===== config.mk =====
export PLATFORM = sky130hd
export DESIGN_NAME = acb_mem_arbiter_flat
export DESIGN_NICKNAME = d
export VERILOG_FILES = /design/src/rtl/acc_acb_pkg.sv /design/src/rtl/acb_mem_arbiter_if.sv /design/src/rtl/acb_owner_fifo.sv /design/src/rtl/acb_mem_arbiter.sv /design/src/flat_wrapper.sv
export SDC_FILE = /design/constraint.sdc
export NUM_CORES = 1
export LEC_CHECK = 0
export BUFFER_PORTS_ARGS = -buffer_cell sky130_fd_sc_hd__buf_2
export CAP_MARGIN = 10
export CORE_AREA = 2 2 212 214
export CTS_CLUSTER_DIAMETER = 60
export DETAILED_ROUTE_END_ITERATION = 6
export DIE_AREA = 0 0 214 216
export GPL_TIMING_DRIVEN = 0
export PLACE_DENSITY = 0.42
export SKIP_CTS_REPAIR_TIMING = 1
export SYNTH_ARGS = -nofsm -noshare
export SYNTH_HDL_FRONTEND = slang
export SYNTH_SLANG_ARGS = --single-unit

===== constraint.sdc =====
create_clock -name clk -period 5.1 [get_ports clk]
set_clock_uncertainty 0.05 [all_clocks]
set_input_delay 0.51 -clock clk [delete_from_list [all_inputs] [get_ports clk]]
set_output_delay 0.51 -clock clk [all_outputs]
set_load 0.03 [all_outputs]

===== src/rtl/acc_acb_pkg.sv =====
// rtl/acc_acb_pkg.sv - shared ACB request/response widths, commands and field positions
package acc_acb_pkg;

  localparam int ACB_REQ_W  = 110;
  localparam int ACB_RESP_W = 65;

  localparam logic [1:0] ACB_CMD_READ  = 2'b01;
  localparam logic [1:0] ACB_CMD_WRITE = 2'b00;

  localparam int ACB_CMD_MSB   = 109;
  localparam int ACB_CMD_LSB   = 108;
  localparam int ACB_MASK_MSB  = 107;
  localparam int ACB_MASK_LSB  = 100;
  localparam int ACB_ADDR_MSB  = 99;
  localparam int ACB_ADDR_LSB  = 64;
  localparam int ACB_WDATA_MSB = 63;
  localparam int ACB_WDATA_LSB = 0;
  localparam int ACB_RESP_ERR  = 64;

  // Requester identity as stored in the owner FIFO and the round-robin pointer
  typedef enum logic {
    REQ_FETCH = 1'b0,
    REQ_WB    = 1'b1
  } acb_req_id_e;

endpackage


===== src/rtl/acb_mem_arbiter_if.sv =====
// rtl/acb_mem_arbiter_if.sv - requester, memory-pipe and status signals of the ACB arbiter
interface acb_mem_arbiter_if #(
  parameter int MAX_OUTSTANDING = 4
);
  import acc_acb_pkg::*;

  localparam int CNT_W = $clog2(MAX_OUTSTANDING) + 1;

  logic                  req0_valid;
  logic                  req0_ready;
  logic [ACB_REQ_W-1:0]  req0_data;
  logic                  req1_valid;
  logic                  req1_ready;
  logic [ACB_REQ_W-1:0]  req1_data;

  logic                  resp0_valid;
  logic                  resp0_ready;
  logic [ACB_RESP_W-1:0] resp0_data;
  logic                  resp1_valid;
  logic                  resp1_ready;
  logic [ACB_RESP_W-1:0] resp1_data;

  logic [ACB_REQ_W-1:0]  ACB_ACCELERATOR_MEM_REQUEST_pipe_read_data;
  logic                  ACB_ACCELERATOR_MEM_REQUEST_pipe_read_ack;
  logic                  ACB_ACCELERATOR_MEM_REQUEST_pipe_read_req;
  logic [ACB_RESP_W-1:0] ACB_ACCELERATOR_MEM_RESPONSE_pipe_write_data;
  logic                  ACB_ACCELERATOR_MEM_RESPONSE_pipe_write_req;
  logic                  ACB_ACCELERATOR_MEM_RESPONSE_pipe_write_ack;

  logic [CNT_W-1:0]      outstanding;
  logic                  busy;
  logic                  err_unexpected_resp;

  modport slave (
    input  req0_valid, req0_data, req1_valid, req1_data,
    output req0_ready, req1_ready,
    output resp0_valid, resp0_data, resp1_valid, resp1_data,
    input  resp0_ready, resp1_ready,
    output ACB_ACCELERATOR_MEM_REQUEST_pipe_read_data, ACB_ACCELERATOR_MEM_REQUEST_pipe_read_ack,
    input  ACB_ACCELERATOR_MEM_REQUEST_pipe_read_req,
    input  ACB_ACCELERATOR_MEM_RESPONSE_pipe_write_data, ACB_ACCELERATOR_MEM_RESPONSE_pipe_write_req,
    output ACB_ACCELERATOR_MEM_RESPONSE_pipe_write_ack,
    output outstanding, busy, err_unexpected_resp
  );

  modport master (
    output req0_valid, req0_data, req1_valid, req1_data,
    input  req0_ready, req1_ready,
    input  resp0_valid, resp0_data, resp1_valid, resp1_data,
    output resp0_ready, resp1_ready,
    input  ACB_ACCELERATOR_MEM_REQUEST_pipe_read_data, ACB_ACCELERATOR_MEM_REQUEST_pipe_read_ack,
    output ACB_ACCELERATOR_MEM_REQUEST_pipe_read_req,
    output ACB_ACCELERATOR_MEM_RESPONSE_pipe_write_data, ACB_ACCELERATOR_MEM_RESPONSE_pipe_write_req,
    input  ACB_ACCELERATOR_MEM_RESPONSE_pipe_write_ack,
    input  outstanding, busy, err_unexpected_resp
  );

endinterface


===== src/rtl/acb_owner_fifo.sv =====
// rtl/acb_owner_fifo.sv - 1-bit in-order owner FIFO recording which requester each request came from
module acb_owner_fifo #(
  parameter  int DEPTH = 4,
  localparam int CNT_W = $clog2(DEPTH) + 1
) (
  input  logic             clk,
  input  logic             reset,
  input  logic             push,
  input  logic             push_id,
  input  logic             pop,
  output logic             head_id,
  output logic [CNT_W-1:0] count,
  output logic             full,
  output logic             empty
);

  localparam int PTR_W = $clog2(DEPTH);

  logic [DEPTH-1:0] mem_q, mem_d;
  logic [PTR_W-1:0] wr_ptr_q, wr_ptr_d;
  logic [PTR_W-1:0] rd_ptr_q, rd_ptr_d;
  logic [CNT_W-1:0] count_q, count_d;
  logic             do_push, do_pop;

  assign full    = (count_q == CNT_W'(DEPTH));
  assign empty   = (count_q == '0);
  assign count   = count_q;
  assign head_id = mem_q[rd_ptr_q];

  // Pointer/count update; pointers wrap naturally because DEPTH is a power of two
  always_comb begin
    do_push  = push && !full;
    do_pop   = pop && !empty;
    mem_d    = mem_q;
    wr_ptr_d = wr_ptr_q;
    rd_ptr_d = rd_ptr_q;
    count_d  = count_q;
    if (do_push) begin
      mem_d[wr_ptr_q] = push_id;
      wr_ptr_d        = wr_ptr_q + PTR_W'(1);
    end
    if (do_pop) begin
      rd_ptr_d = rd_ptr_q + PTR_W'(1);
    end
    case ({do_push, do_pop})
      2'b10:   count_d = count_q + CNT_W'(1);
      2'b01:   count_d = count_q - CNT_W'(1);
      default: count_d = count_q;
    endcase
  end

  // FIFO state registers
  always_ff @(posedge clk or posedge reset) begin
    if (reset) begin
      mem_q    <= '0;
      wr_ptr_q <= '0;
      rd_ptr_q <= '0;
      count_q  <= '0;
    end else begin
      mem_q    <= mem_d;
      wr_ptr_q <= wr_ptr_d;
      rd_ptr_q <= rd_ptr_d;
      count_q  <= count_d;
    end
  end

endmodule


===== src/rtl/acb_mem_arbiter.sv =====
// rtl/acb_mem_arbiter.sv - round-robin two-requester arbiter for the shared ACB memory port
module acb_mem_arbiter
  import acc_acb_pkg::*;
#(
  parameter int MAX_OUTSTANDING = 4
) (
  input  logic               clk,
  input  logic               reset,
  acb_mem_arbiter_if.slave   bus
);

  localparam int CNT_W = $clog2(MAX_OUTSTANDING) + 1;

  acb_req_id_e           prio_q, prio_d;
  logic                  ack_q, ack_d;
  logic [ACB_REQ_W-1:0]  slot_q, slot_d;
  logic                  err_q, err_d;

  logic                  slot_drain, can_accept, grant0, grant1, accept;
  logic                  resp_hit, write_ack, fifo_pop;
  logic                  fifo_head, fifo_full, fifo_empty;
  logic [CNT_W-1:0]      fifo_count;

  acb_owner_fifo #(.DEPTH(MAX_OUTSTANDING)) u_owner_fifo (
    .clk     (clk),
    .reset   (reset),
    .push    (accept),
    .push_id (grant1),
    .pop     (fifo_pop),
    .head_id (fifo_head),
    .count   (fifo_count),
    .full    (fifo_full),
    .empty   (fifo_empty)
  );

  // Grant: the slot must be free or leaving this cycle, and the owner FIFO must have room.
  // Full is taken from the registered count so a same-cycle pop never reaches reqN_ready.
  always_comb begin
    slot_drain = ack_q && bus.ACB_ACCELERATOR_MEM_REQUEST_pipe_read_req;
    can_accept = (!ack_q || slot_drain) && !fifo_full;
    grant0     = can_accept && bus.req0_valid && (!bus.req1_valid || prio_q == REQ_FETCH);
    grant1     = can_accept && bus.req1_valid && (!bus.req0_valid || prio_q == REQ_WB);
    accept     = grant0 || grant1;
  end

  // Next-state for slot, round-robin pointer and sticky error
  always_comb begin
    prio_d = prio_q;
    ack_d  = ack_q;
    slot_d = slot_q;
    if (accept) begin
      ack_d  = 1'b1;
      slot_d = grant1 ? bus.req1_data : bus.req0_data;
      prio_d = grant1 ? REQ_FETCH : REQ_WB;
    end else if (slot_drain) begin
      ack_d  = 1'b0;
      slot_d = '0;
    end
    err_d = err_q || (bus.ACB_ACCELERATOR_MEM_RESPONSE_pipe_write_req && fifo_empty);
  end

  // Response routing straight from the FIFO head; stray responses are acked and dropped
  always_comb begin
    resp_hit  = bus.ACB_ACCELERATOR_MEM_RESPONSE_pipe_write_req && !fifo_empty;
    write_ack = fifo_empty || ((fifo_head == REQ_WB) ? bus.resp1_ready : bus.resp0_ready);
    fifo_pop  = resp_hit && write_ack;
  end

  // Arbiter state registers
  always_ff @(posedge clk or posedge reset) begin
    if (reset) begin
      prio_q <= REQ_FETCH;
      ack_q  <= 1'b0;
      slot_q <= '0;
      err_q  <= 1'b0;
    end else begin
      prio_q <= prio_d;
      ack_q  <= ack_d;
      slot_q <= slot_d;
      err_q  <= err_d;
    end
  end

  assign bus.req0_ready  = grant0;
  assign bus.req1_ready  = grant1;
  assign bus.resp0_valid = resp_hit && (fifo_head == REQ_FETCH);
  assign bus.resp1_valid = resp_hit && (fifo_head == REQ_WB);
  assign bus.resp0_data  = bus.ACB_ACCELERATOR_MEM_RESPONSE_pipe_write_data;
  assign bus.resp1_data  = bus.ACB_ACCELERATOR_MEM_RESPONSE_pipe_write_data;

  assign bus.ACB_ACCELERATOR_MEM_REQUEST_pipe_read_data  = slot_q;
  assign bus.ACB_ACCELERATOR_MEM_REQUEST_pipe_read_ack   = ack_q;
  assign bus.ACB_ACCELERATOR_MEM_RESPONSE_pipe_write_ack = write_ack;

  assign bus.outstanding         = fifo_count;
  assign bus.busy                = (fifo_count != '0);
  assign bus.err_unexpected_resp = err_q;

endmodule

===== src/flat_wrapper.sv =====
// flat-port wrapper written by rule: the top's interface ports become plain ports
module acb_mem_arbiter_flat import acc_acb_pkg::*;
#(
  parameter int MAX_OUTSTANDING = 4
)
  (clk, reset, bus_req0_valid, bus_req0_data, bus_req1_valid, bus_req1_data, bus_req0_ready, bus_req1_ready, bus_resp0_valid, bus_resp0_data, bus_resp1_valid, bus_resp1_data, bus_resp0_ready, bus_resp1_ready, bus_ACB_ACCELERATOR_MEM_REQUEST_pipe_read_data, bus_ACB_ACCELERATOR_MEM_REQUEST_pipe_read_ack, bus_ACB_ACCELERATOR_MEM_REQUEST_pipe_read_req, bus_ACB_ACCELERATOR_MEM_RESPONSE_pipe_write_data, bus_ACB_ACCELERATOR_MEM_RESPONSE_pipe_write_req, bus_ACB_ACCELERATOR_MEM_RESPONSE_pipe_write_ack, bus_outstanding, bus_busy, bus_err_unexpected_resp);
  acb_mem_arbiter_if #(.MAX_OUTSTANDING(MAX_OUTSTANDING)) bus_i ();
  input  logic clk;
  input  logic reset;
  input wire logic [$bits(bus_i.req0_valid)-1:0] bus_req0_valid;
  input wire logic [$bits(bus_i.req0_data)-1:0] bus_req0_data;
  input wire logic [$bits(bus_i.req1_valid)-1:0] bus_req1_valid;
  input wire logic [$bits(bus_i.req1_data)-1:0] bus_req1_data;
  output wire logic [$bits(bus_i.req0_ready)-1:0] bus_req0_ready;
  output wire logic [$bits(bus_i.req1_ready)-1:0] bus_req1_ready;
  output wire logic [$bits(bus_i.resp0_valid)-1:0] bus_resp0_valid;
  output wire logic [$bits(bus_i.resp0_data)-1:0] bus_resp0_data;
  output wire logic [$bits(bus_i.resp1_valid)-1:0] bus_resp1_valid;
  output wire logic [$bits(bus_i.resp1_data)-1:0] bus_resp1_data;
  input wire logic [$bits(bus_i.resp0_ready)-1:0] bus_resp0_ready;
  input wire logic [$bits(bus_i.resp1_ready)-1:0] bus_resp1_ready;
  output wire logic [$bits(bus_i.ACB_ACCELERATOR_MEM_REQUEST_pipe_read_data)-1:0] bus_ACB_ACCELERATOR_MEM_REQUEST_pipe_read_data;
  output wire logic [$bits(bus_i.ACB_ACCELERATOR_MEM_REQUEST_pipe_read_ack)-1:0] bus_ACB_ACCELERATOR_MEM_REQUEST_pipe_read_ack;
  input wire logic [$bits(bus_i.ACB_ACCELERATOR_MEM_REQUEST_pipe_read_req)-1:0] bus_ACB_ACCELERATOR_MEM_REQUEST_pipe_read_req;
  input wire logic [$bits(bus_i.ACB_ACCELERATOR_MEM_RESPONSE_pipe_write_data)-1:0] bus_ACB_ACCELERATOR_MEM_RESPONSE_pipe_write_data;
  input wire logic [$bits(bus_i.ACB_ACCELERATOR_MEM_RESPONSE_pipe_write_req)-1:0] bus_ACB_ACCELERATOR_MEM_RESPONSE_pipe_write_req;
  output wire logic [$bits(bus_i.ACB_ACCELERATOR_MEM_RESPONSE_pipe_write_ack)-1:0] bus_ACB_ACCELERATOR_MEM_RESPONSE_pipe_write_ack;
  output wire logic [$bits(bus_i.outstanding)-1:0] bus_outstanding;
  output wire logic [$bits(bus_i.busy)-1:0] bus_busy;
  output wire logic [$bits(bus_i.err_unexpected_resp)-1:0] bus_err_unexpected_resp;
  assign bus_i.req0_valid = bus_req0_valid;
  assign bus_i.req0_data = bus_req0_data;
  assign bus_i.req1_valid = bus_req1_valid;
  assign bus_i.req1_data = bus_req1_data;
  assign bus_req0_ready = bus_i.req0_ready;
  assign bus_req1_ready = bus_i.req1_ready;
  assign bus_resp0_valid = bus_i.resp0_valid;
  assign bus_resp0_data = bus_i.resp0_data;
  assign bus_resp1_valid = bus_i.resp1_valid;
  assign bus_resp1_data = bus_i.resp1_data;
  assign bus_i.resp0_ready = bus_resp0_ready;
  assign bus_i.resp1_ready = bus_resp1_ready;
  assign bus_ACB_ACCELERATOR_MEM_REQUEST_pipe_read_data = bus_i.ACB_ACCELERATOR_MEM_REQUEST_pipe_read_data;
  assign bus_ACB_ACCELERATOR_MEM_REQUEST_pipe_read_ack = bus_i.ACB_ACCELERATOR_MEM_REQUEST_pipe_read_ack;
  assign bus_i.ACB_ACCELERATOR_MEM_REQUEST_pipe_read_req = bus_ACB_ACCELERATOR_MEM_REQUEST_pipe_read_req;
  assign bus_i.ACB_ACCELERATOR_MEM_RESPONSE_pipe_write_data = bus_ACB_ACCELERATOR_MEM_RESPONSE_pipe_write_data;
  assign bus_i.ACB_ACCELERATOR_MEM_RESPONSE_pipe_write_req = bus_ACB_ACCELERATOR_MEM_RESPONSE_pipe_write_req;
  assign bus_ACB_ACCELERATOR_MEM_RESPONSE_pipe_write_ack = bus_i.ACB_ACCELERATOR_MEM_RESPONSE_pipe_write_ack;
  assign bus_outstanding = bus_i.outstanding;
  assign bus_busy = bus_i.busy;
  assign bus_err_unexpected_resp = bus_i.err_unexpected_resp;
  acb_mem_arbiter #(.MAX_OUTSTANDING(MAX_OUTSTANDING)) u_core (.clk(clk), .reset(reset), .bus(bus_i));
endmodule

==> results of run 1 <==
==> layer usage <==
| metal | GRT usage | wire [um] | up-vias |
|---|---|---|---|
| li1 | - | - | 3059 |
| met2 | 0.222 | 15300 | 357 |
| met1 | 0.146 | 12000 | 3126 |
| met4 | 0.0583 | 873 | 4 |
| met5 | 0 | 27 | - |
| met3 | 0.0328 | 2020 | 43 |
==> state kept, by name, indices dropped and copies added, names as in the netlist <==
signal / flops
u_core.u_owner_fifo.wr_ptr_q: 2
u_core.bus.ACB_ACCELERATOR_MEM_REQUEST_pipe_read_data: 110
u_core.prio_q: 1
u_core.bus.ACB_ACCELERATOR_MEM_REQUEST_pipe_read_ack: 1
u_core.bus.err_unexpected_resp: 1
u_core.u_owner_fifo.mem_q: 4
u_core.u_owner_fifo.count: 3
u_core.u_owner_fifo.rd_ptr_q: 2
==> metrics by stage <==
step / setup WS, ps / util / cell area (um^2) / std cells / total power, W
after floorplan: 1240 / - / 6580 / 582 / 0.00394
after global placement: -1080 / 0.222 / 9720 / 1652 / 0.00510
after detailed placement: 2160 / 0.222 / 9750 / 1653 / 0.00510
after CTS: 1800 / 0.235 / 10300 / 1684 / 0.00633
after global routing: 1730 / 0.235 / 10300 / 1684 / 0.00658
final: 2080 / 0.235 / 10300 / 1685 / 0.00621
==> cells by family (layout without fill, tap and decap cells) <==
group                    after synthesis  after routing  synth area share
multiplexers                          11             11            0.0175
flip-flops                           124            124             0.471
other                                  0              1                 0
buffers and inverters                188            698             0.196
AO/OA/AOI/OAI                        117            117             0.175
AND/OR/NAND/NOR                      131            131             0.121
XOR/XNOR                               5              5           0.00665
adder cells (fa/ha/maj)                6              6            0.0125
==> cell type report <==
cell class                      count  area [um^2]
Sequential cell                   124         3100
Timing Repair Buffer              479         2420
Multi-Input combinational cell    270         2190
Fill cell                        4822        33500
Inverter                            9         38.8
Clock inverter                      7         65.1
Tap cell                          592          741
Antenna cell                        1         2.50
Clock buffer                       24          482
Buffer                            179         1260
==> worst max-delay path by stage <==
| stage | from | to | slack, ps | depth (start not counted) |
|---|---|---|---|---|
| floorplan | reset | asynchronous set/reset pin | 1240 | 1 |
| global placement | reset | asynchronous set/reset pin | -1080 | 2 |
| detailed placement | bus_ACB_ACCELERATOR_MEM_REQUEST_pipe_read_req | bus_req1_ready | 2160 | 6 |
| CTS | u_core.u_owner_fifo.count[2]$_DFFE_PP0P_ | bus_req1_ready | 1800 | 5 |
| global route | u_core.u_owner_fifo.count[2]$_DFFE_PP0P_ | bus_req1_ready | 1730 | 5 |
| finish | u_core.u_owner_fifo.count[2]$_DFFE_PP0P_ | bus_req1_ready | 2080 | 5 |
==> placed cells by master (no fill, tap or decap), drive strengths merged, types with 2 or more instances in the layout <==
cell type,n
a221o,110
and3,111
buf,631
clkbuf,51
clkinv,4
clkinvlp,2
dfrtp,124
ha,5
inv,9
mux2,4
mux2i,7
nand2,9
nand2b,2
nor2,3
o21ai,2
xnor2,2
xor2,3
==> where the power goes <==
| part | total [W] | internal [W] | switching (W) | leakage (nW) |
|---|---|---|---|---|
| Sequential | 0.00176 | 0.00148 | 0.000288 | 1.52 |
| Clock | 0.00118 | 0.000702 | 0.000474 | 0.266 |
| Combinational | 0.00327 | 0.00113 | 0.00214 | 3.90 |
==> flow_summary.toml, run 1 <==
[synthesis]
synth_ff_type = "dfrtp_1"
synthTopCellsByCount = "buf_4, dfrtp_1, and3_1, a221o_1, clkbuf_1"
netlist_top_cells_area = "dfrtp_1, a221o_1, buf_4, and3_1, buf_6"
yosysUniqueCellTypes = 30
syn_inst = 582
yosys_warnings = 0
seq_area_frac_synth = 0.471
syn-cell-area_um2 = 6580
ys_ff_latch = 124
avgSynthCellArea_um2 = 11.3
async_flop_share = 1.00
yosys.area.top_type_share = 0.471
syn_nets = 881
yosysMostFrequentCell = "buf_4"
synth_largest_area_cell = "dfrtp_1"
synth-edff-count = 0

[routing]
route.antenna.remaining_nets = 0
wl_mm = 30.2
route.vias.total = 6589
wl_per_cell_um = 17.9
via_per_inst = 3.91
drt_iter0_markers = 351
drc = 0
drtPass1Iterations = 6

[floorplan]
die_h_um = 216
core.rowCount = 77
initial_core_util = 0.150
coreArea_um2 = 43800
io_pins = 544
die_area_um2 = 46200
die_x_um = 214

[power]
ir_drop_mv = 0.182
power_leakage_nw = 5.69
powerDensity_nw_per_um2 = 603

[worst_setup_path]
rrSetupSlack_ps = 2280
cp_num_buf_inv = 3
rr_worst_depth = 11
cpMaxStageDelayCell = "clkbuf_1"
crit_type = "reg -> out"
worstPathRequired_ps = 4540
start_kind = "flip-flop"
critPathMaxStageDelay_ps = 510
crit-reg2reg-launch = "u_core.u_owner_fifo.count[0]$_DFFE_PP0P_"
rr_endpoint = "u_core.u_owner_fifo.count[2]$_DFFE_PP0P_"
cp.arrival_ps = 2460
crit_path_cell_trace = "or3b_1 -> nand4_1 -> inv_2 -> clkbuf_1 -> buf_2"
path_max_fanout = 10
cp-end-kind = "primary output"
critPathTopFamily = "buffers and inverters"

[sta]
rsz0062_at_grt = "false"
maxSlewHeadroom = 0.556
worstMarginPinSlew_ps = 667
post-route-min-period_ps = 3020
hold_ws_ps = 64.6
setup_viol = 0
max_freq_mhz = 331
tns_ps = 0
report.final.slew_viol_count = 0
post-route-period-util = 0.593
hold_viol_final = 0

[clock_network]
max-clock-path-buffers = 2
cts_buffers = 17
clk-insertion-delay-late_ps = 440
cts_tree = "yes"
cts_root_buf = "clkbuf_16"
cts.clk_slew.worst_paths_ps = 60
h-tree-depth = 4
cts.sink_count = 124

[placed_design]
place_hpwl_mm = 23.5
numPortBuffers = 478
place_congestion = 0.872

[finish]
nets = 1379
syn2layout_area_growth_pct = 56.4
layout-drive-gt1-share = 0.609

[global_route]
grt_max_degree = 80
grt_pass1_wl_mm = 43.6
grt_pass1_vias = 6899
overflow = 0
track_usage = 0.127
antenna_found_initial = 5

[min_path]
hold_class = "in -> async"

[status]
status = "complete, no violations"

[flow_run]
cap_violations = 0
(Power assumes the default switching activity.)
==> run 2: changes to the inputs <==
Clock period 5.1 ns to 3.1 ns, I/O delays scaled along.
==> flow_summary.toml, run 2 (same netlist as run 1, synthesis figures left out) <==
[status]
status = "complete, no violations"

[clock_network]
cts.clk_slew.worst_paths_ps = 60
max-clock-path-buffers = 2
cts_tree = "yes"
cts_buffers = 17
cts_root_buf = "clkbuf_16"
h-tree-depth = 4
clk-insertion-delay-late_ps = 470
cts.sink_count = 124

[finish]
syn2layout_area_growth_pct = 63.2
fin_area_um2 = 10700
largest_reg_flops = 110
final_common_cell = "buf_2"
nets = 1420
post-route-util = 0.245
layout.cells.non_filler = 1730
final_cell_mix = "buf_2, buf_4, dfrtp_1"
fillers = 4848
layout-drive-gt1-share = 0.590

[worst_setup_path]
crit_path_cell_trace = "or3b_1 -> o211a_1 -> buf_2 -> buf_4 -> inv_1 -> ha_1 -> inv_1 -> fa_1 -> xor2_1 -> nor2_1 -> xor2_1"
cp-end-kind = "flip-flop"
start_kind = "flip-flop"
cpMaxStageDelayCell = "or3b_1"
cp_num_buf_inv = 4
critPathMaxStageDelay_ps = 470
worstPathRequired_ps = 3450
crit_cells = 11
crit-reg2reg-launch = "u_core.u_owner_fifo.count[0]$_DFFE_PP0P_"
critPathTopFamily = "buffers and inverters"
setup.worst_path.start = "u_core.u_owner_fifo.count[0]$_DFFE_PP0P_"
rrSetupSlack_ps = 270
rr_worst_depth = 11
crit_end = "u_core.u_owner_fifo.count[2]$_DFFE_PP0P_"
crit_type = "reg -> reg"
rr_endpoint = "u_core.u_owner_fifo.count[2]$_DFFE_PP0P_"
path_max_fanout = 10
cp.arrival_ps = 3180

[power]
power_leakage_nw = 5.86
switchingPower_w = 0.00484
power_w = 0.0103
intPower_w = 0.00548
swShare = 0.469
p_clk_frac = 0.193
powerDensity_nw_per_um2 = 961
power_frac_seq = 0.280
ir_drop_mv = 0.403
combPwrFrac = 0.527

[placed_design]
numPortBuffers = 478
dpl_cell_area_um2 = 9780
place_hpwl_mm = 24.0
dp_cells = 1655
place_congestion = 0.899
pre_cts_slack_ps = 248

[floorplan]
io_pins = 544
die_x_um = 214
initial_core_util = 0.150
die_area_um2 = 46200
core.rowCount = 77
coreArea_um2 = 43800
die_h_um = 216

[global_route]
grt_pass1_vias = 6964
track_usage = 0.131
overflow = 0
grt_pass1_wl_mm = 44.1
antenna_found_initial = 4
grt_max_degree = 38

[min_path]
worstHoldStart = "bus_req1_data[3]"
hold_class = "in -> reg"

[sta]
maxSlewHeadroom = 0.473
post-route-period-util = 0.913
setup_slack_ps = 271
rsz0062_at_grt = "false"
report.final.slew_viol_count = 0
setup_viol = 0
hold_viol_final = 0
max_freq_mhz = 353
worstMarginPinSlew_ps = 790
post-route-min-period_ps = 2830

[routing]
drt_iter0_markers = 422
drc = 0
route.vias.total = 6787
wl_per_cell_um = 17.8
wl_mm = 30.8
via_per_inst = 3.92
route.antenna.remaining_nets = 0
drtPass1Iterations = 4

[flow_run]
cap_violations = 0
-- run 2: layout make-up --
class / count / area (um^2) / area share
sequential: 124 / 3100 / 0.289
timing repair buffer: 520 / 2840 / 0.265
multi-input combinational: 270 / 2190 / 0.204
buffer: 179 / 1260 / 0.117
tap: 592 / 741 / 0.0689
clock buffer: 23 / 478 / 0.0445
clock inverter: 9 / 87.6 / 0.00815
inverter: 9 / 37.5 / 0.00349
antenna: 4 / 10.0 / 0.000932
-- run 2: routing by layer --
layer | vias up | track usage | wire length (um)
met5 | - | 0 | 0
met4 | 0 | 0.0709 | 958
met3 | 40 | 0.0464 | 2370
met1 | 3246 | 0.142 | 12000
met2 | 359 | 0.222 | 15500
li1 | 3142 | - | -
-- run 2: worst min path at each step --
| stage | to | slack [ps] | cells past startpoint |
|---|---|---|---|
| 5_1_grt | flip-flop | -5 | 2 |
| 6_report | flip-flop | 20 | 2 |
| 2_1_floorplan | u_core.bus.err_unexpected_resp$_DFF_PP0_ | 400 | 2 |
| 3_5_place_dp | asynchronous set/reset pin | 370 | 2 |
| 4_1_cts | asynchronous set/reset pin | -170 | 2 |
| 3_3_place_gp | u_core.bus.err_unexpected_resp$_DFF_PP0_ | 410 | 1 |
-- run 2: power groups by stage --
| stage | registers (W) | logic, W | clock network (W) |
|---|---|---|---|
| finish | 0.00289 | 0.00544 | 0.00199 |
| global route | 0.00301 | 0.00581 | 0.00215 |
| CTS | 0.00290 | 0.00551 | 0.00209 |
| detailed placement | 0.00291 | 0.00549 | 0 |
| global placement | 0.00290 | 0.00549 | 0 |
| floorplan | 0.00439 | 0.00208 | 0 |
-- run 2: stage by stage --
| step | hold slack (ps) | setup TNS (ps) |
|---|---|---|
| floorplan | 398 | 0 |
| global placement | 412 | -3690 |
| detailed placement | 373 | 0 |
| CTS | -171 | 0 |
| global route | -5.34 | 0 |
| finish | 19.9 | 0 |
